**src/rtl/seg_scan_controller.sv**
```systemverilog
// Seven-segment scan controller: prescaled digit scan, frame-aligned page select,
// PWM brightness and leading-zero blanking, all outputs registered.
module seg_scan_controller #(
  parameter  int DIGITS   = 4,
  parameter  int TICK_DIV = 100000,
  parameter  int PWM_W    = 4,
  localparam int IDX_W    = $clog2(DIGITS)
) (
  input  logic                  CLK,
  input  logic                  RST,
  input  logic                  page_sel,
  input  logic [4*DIGITS-1:0]   page_a,
  input  logic [4*DIGITS-1:0]   page_b,
  input  logic [DIGITS-1:0]     flags_a,
  input  logic [DIGITS-1:0]     flags_b,
  input  logic [DIGITS-1:0]     dp_mask,
  input  logic                  lz_blank,
  input  logic [PWM_W-1:0]      bright,
  output logic [DIGITS-1:0]     an,
  output logic [3:0]            num,
  output logic                  flag,
  output logic                  dp_out,
  output logic [IDX_W-1:0]      digit_idx,
  output logic                  frame_start
);

  localparam int PRE_W = $clog2(TICK_DIV);
  localparam logic [PRE_W-1:0] PRE_LAST = PRE_W'(TICK_DIV - 1);
  localparam logic [IDX_W-1:0] IDX_LAST = IDX_W'(DIGITS - 1);

  logic [PRE_W-1:0]    pre_q, pre_d;
  logic [IDX_W-1:0]    idx_q, idx_d;
  logic [PWM_W-1:0]    pwm_q, pwm_d;
  logic                pg_q, pg_d;
  logic                fs_q, fs_d;
  logic [DIGITS-1:0]   an_q, an_d;
  logic [3:0]          num_q, num_d;
  logic                flag_q, flag_d;
  logic                dp_q, dp_d;

  logic                tick;
  logic                wrap;
  logic [4*DIGITS-1:0] cur_nib;
  logic [DIGITS-1:0]   cur_flags;
  logic [DIGITS-1:0]   nz;
  logic                any_nz;
  logic                blank;
  logic                lit;

  // Scan timing and the page latch; the page only moves on the wrapping tick.
  always_comb begin
    tick  = (pre_q == PRE_LAST);
    wrap  = tick && (idx_q == IDX_LAST);
    pre_d = tick ? '0 : pre_q + 1'b1;
    idx_d = idx_q;
    if (tick) begin
      idx_d = wrap ? '0 : idx_q + 1'b1;
    end
    pg_d  = wrap ? page_sel : pg_q;
    fs_d  = wrap;
    pwm_d = pwm_q + 1'b1;
  end

  // Blanking looks at the current digit and every more significant one.
  always_comb begin
    cur_nib   = pg_q ? page_b : page_a;
    cur_flags = pg_q ? flags_b : flags_a;
    nz        = '0;
    any_nz    = 1'b0;
    for (int i = 0; i < DIGITS; i++) begin
      nz[i] = (|cur_nib[4*i +: 4]) | cur_flags[i];
    end
    for (int j = 0; j < DIGITS; j++) begin
      if ((j >= int'(idx_q)) && nz[j]) begin
        any_nz = 1'b1;
      end
    end
    blank = lz_blank && (idx_q != '0) && !any_nz;
    lit   = (pwm_q <= bright);
  end

  always_comb begin
    an_d   = (lit && !blank) ? ~(DIGITS'(1) << idx_q) : '1;
    num_d  = cur_nib[{idx_q, 2'b00} +: 4];
    flag_d = cur_flags[idx_q];
    dp_d   = dp_mask[idx_q] && lit && !blank;
  end

  always_ff @(posedge CLK or posedge RST) begin
    if (RST) begin
      pre_q  <= '0;
      idx_q  <= '0;
      pwm_q  <= '0;
      pg_q   <= 1'b0;
      fs_q   <= 1'b0;
      an_q   <= '1;
      num_q  <= '0;
      flag_q <= 1'b0;
      dp_q   <= 1'b0;
    end else begin
      pre_q  <= pre_d;
      idx_q  <= idx_d;
      pwm_q  <= pwm_d;
      pg_q   <= pg_d;
      fs_q   <= fs_d;
      an_q   <= an_d;
      num_q  <= num_d;
      flag_q <= flag_d;
      dp_q   <= dp_d;
    end
  end

  assign an          = an_q;
  assign num         = num_q;
  assign flag        = flag_q;
  assign dp_out      = dp_q;
  assign digit_idx   = idx_q;
  assign frame_start = fs_q;

endmodule
```
**config.mk**
```make
export PLATFORM = sky130hd
export DESIGN_NAME = seg_scan_controller
export DESIGN_NICKNAME = d
export VERILOG_FILES = /design/src/rtl/seg_scan_controller.sv
export SDC_FILE = /design/constraint.sdc
export NUM_CORES = 1
export LEC_CHECK = 0
export ABC_AREA = 1
export CORE_MARGIN = 4
export CORE_UTILIZATION = 40
export DETAILED_ROUTE_END_ITERATION = 12
export PLACE_DENSITY = 0.81
export SETUP_SLACK_MARGIN = 0.4
export SLEW_MARGIN = 30
export SYNTH_ARGS = -nofsm -noshare
export SYNTH_HDL_FRONTEND = slang
export SYNTH_SLANG_ARGS = --single-unit
```
**constraint.sdc**
```tcl
create_clock -name CLK -period 2.4 [get_ports CLK]
set_clock_uncertainty 0.05 [all_clocks]
set_input_delay 0.48 -clock CLK [delete_from_list [all_inputs] [get_ports CLK]]
set_output_delay 0.48 -clock CLK [all_outputs]
set_load 0.005 [all_outputs]
```
==> results.md <==
* Tmin final at 1.93 ns
* EDFF count, synth at 0
* RSZ-0062 raised after global routing: false
* Sequential share of power at 47.3%
* HPWL after detailed placement at 3.91 mm
* Die Area at 6550 um^2
* Peak Freq at 519 MHz
* First DRT Iteration DRCs at 119
* Max Slew Vio Count at 0
* Io pins at 65
* Post-synth ARST share at 100%
* Crit path from: digit_idx[1]
* Ant diodes at 0
* Synth warn at 0
* Postcts setup bufs at 0
* First-pass GRT wire length at 8.07 mm
* Post-route ant nets at 0
* Flops & latches, synth at 35
* CTS buffer count at 5
* Routed Wire Length at 4.80 mm
* Comb power frac at 11.4%
* H-tree depth at 2
* Crit Path Class: flop to primary output
* Final Wtd Congestion at 0.881
* Worst hold path class: flop to flop
* Fraction of synthesized area in multiplexers at 0%
* Setup crit end kind: primary output
* CTS max path bufs at 2
* Final hold violation count at 0
* Vias in the first global route at 1968
* Die Y at 80.9 um
* Post-Synth Adder-Cell Area at 5.88%
* Yosys top cell area share at 36.4%
* Main flop type after synthesis: dfrtp_1
* Slew @ Worst Pin at 0.413 ns
* Sink Count at 35
* RR Startpoint: digit_idx[1]
* Clk root buf: clkbuf_8
* Hold_ws at 0.403 ns
* Reg2reg path depth at 7
* Remaining Overflow, GRT at 0
* Port buffer count at 64
* Clk pwr share at 41.3%
* Reg2reg setup slack at 0.61 ns
* Cells after Synth at 281
* CTS tree: yes
* Initial antenna violation count at 0
* Yosys cell types at 32
* Most frequent cell after synthesis: nand2_1
* Max_cap viols at 0
* Cell Pwr Density at 428 nW/um^2
* Mapped Area at 2130 um^2
* FP Rows at 26
* Period utilization at 80.2%
* Switching portion of total power at 20.7%
* Setup TNS at 0 ns
* Synth Area in XOR/XNOR at 4.94%
* Synth top area cells: dfrtp_1 (36%), nand2_1 (12%), inv_1 (6.3%)
* Reg2Reg Capture Point: dp_out
* WL per Instance at 11.4 um
* Final setup violation count at 0
* Commonest cells post-synth: nand2_1 (68), inv_1 (36), nor2_1 (34)
* CP max stage cell: clkdlybuf4s50_1
* Leakage power at 1.42 nW
* Critical path buffer and inverter count at 1
* Slew HR at 72.4%
* Synthesized net count at 343
* Critical path cell sequence: clkdlybuf4s50_1
* Worst setup path end: digit_idx[1]
* Final net count at 411
* Synth area leader: dfrtp_1
* Effective utilization at floorplan at 41.4%
* Worst-Skew Late Latency at 0.29 ns
* Main combinational cell family by area after synthesis: simple AND/OR/NAND/NOR gates
* WP depth at 1
* Kind of cell adding the most delay to the critical path: buffers and inverters
* Routed vias at 2021
* Critical path required time at 1.87 ns
* Vias per inst at 4.81
* Largest net degree at the start of global routing at 36
* Int Pwr at 1.00 mW
* Net Switching at 0.261 mW
* Detailed-route DRC error count at 0
* Slowest stage delay, CP at 0.58 ns
* Post-synthesis compound-gate area fraction at 9.47%
* Area Growth Syn to Fin at 38.7%
* Share of cells above drive strength 1 at 8.00%
* Avg Cell Area, Syn at 7.57 um^2
* GRT Total Usage at 15.6%
* Core Box Area at 5140 um^2
* Drt pass-1 iters at 4
* Crit path max fanout at 11
* Final core occ at 57.4%
* Reg clk slew, reported paths at 0.07 ns
* Crit start category: flop
* Peak VDD IR at 0.276 mV
* Register area share after synthesis at 41.4%
* Die X at 80.9 um
* Critical path data arrival time at 1.40 ns
* Post-Synth Simple-Gate Area at 29.6%
* Status: finished clean
-- cell families (layout without fill, tap and decap cells) --
group	count (synthesis)	in the layout
AO/OA/AOI/OAI	36	36
adder cells (fa/ha/maj)	10	10
buffers and inverters	44	113
XOR/XNOR	12	12
AND/OR/NAND/NOR	144	144
flip-flops	35	35
-- what timing repair did --
item | 4_1_cts | 5_1_grt
endpoints found under the hold margin | 0 | 0
hold buffers | 0 | 0
endpoints found under the setup margin | 1 | 1
resized for setup | 1 | 1
-- power groups by stage --
stage	Sequential (mW)	Clock (mW)	Combinational, mW
5_1_grt	0.598	0.565	0.159
6_report	0.598	0.523	0.144
2_1_floorplan	0.609	0	0.0404
3_5_place_dp	0.609	0	0.146
4_1_cts	0.598	0.530	0.146
3_3_place_gp	0.609	0	0.144
-- through the flow --
step	total power, mW	area [um^2]	cells	worst slack (ns)
6_report	1.26	2950	420	0.475
5_1_grt	1.32	2950	420	0.404
4_1_cts	1.27	2950	420	0.476
3_5_place_dp	0.755	2840	412	0.211
3_3_place_gp	0.753	2840	412	0.316
2_1_floorplan	0.650	2130	281	0.861
-- worst register-to-register path, delay by kind of cell (launching register included) --
kind          cells  cell delay [ns]
fa+ha+maj         1             0.25
buf+inv           1             0.24
flops             1             0.53
simple gates      5             0.62
-- layout by cell type, fill, tap and decap left out --
cell type        count
nand2_1             68
clkdlybuf4s50_1     64
inv_1               36
nor2_1              34
dfrtp_1             30
nand3_1             20
o21ai_0             17
xor2_1              10
ha_1                10
a21oi_1              7
nand4_1              5
clkbuf_8             5
o21ai_1              4
o211ai_1             4
dfstp_2              4
or2_1                3
nor3_1               3
buf_4                3
nor2_2               2
nand3_2              2
nand2_2              2
nor4_1               2
clkinv_2             2
xnor2_1              2
inv_2                1
a211oi_1             1
o21ai_2              1
or2_2                1
nor2_4               1
nand3b_1             1
a31o_2               1
o22ai_1              1
bufinv_16            1
clkinv_4             1
dfrtp_2              1
-- worst min-delay path by stage --
stage	cells past startpoint	slack, ns	endpoint	from
CTS	1	0.41	pre_q[0]	pre_q[0]
floorplan	1	0.38	pre_q[0]	pre_q[0]
global placement	1	0.39	pre_q[0]	pre_q[0]
finish	1	0.40	pre_q[0]	pre_q[0]
global route	1	0.45	pre_q[0]	pre_q[0]
detailed placement	1	0.40	pre_q[0]	pre_q[0]
-- routing by layer --
metal / wire length (um) / GRT usage, %
met1: 2010 / 17.2
met5: 0 / 0
met3: 298 / 4.77
met4: 78 / 5.24
met2: 2420 / 28.4
-- cell type report --
class                      count  area [um^2]
clock buffer                   5         68.8
clock inverter                 3         43.8
fill                         500         2190
inverter                      38          144
multi-input combinational    202         1060
sequential                    35          882
tap                           70         87.6
timing repair buffer          67          663
-- state kept, by name, summed over array words and instances (netlist names) --
register / cells
pre_q: 17
an: 4
num: 4
pwm_q: 4
digit_idx: 2
dp_out: 1
flag: 1
frame_start: 1
pg_q: 1
Power figures use the tool's default switching activity.
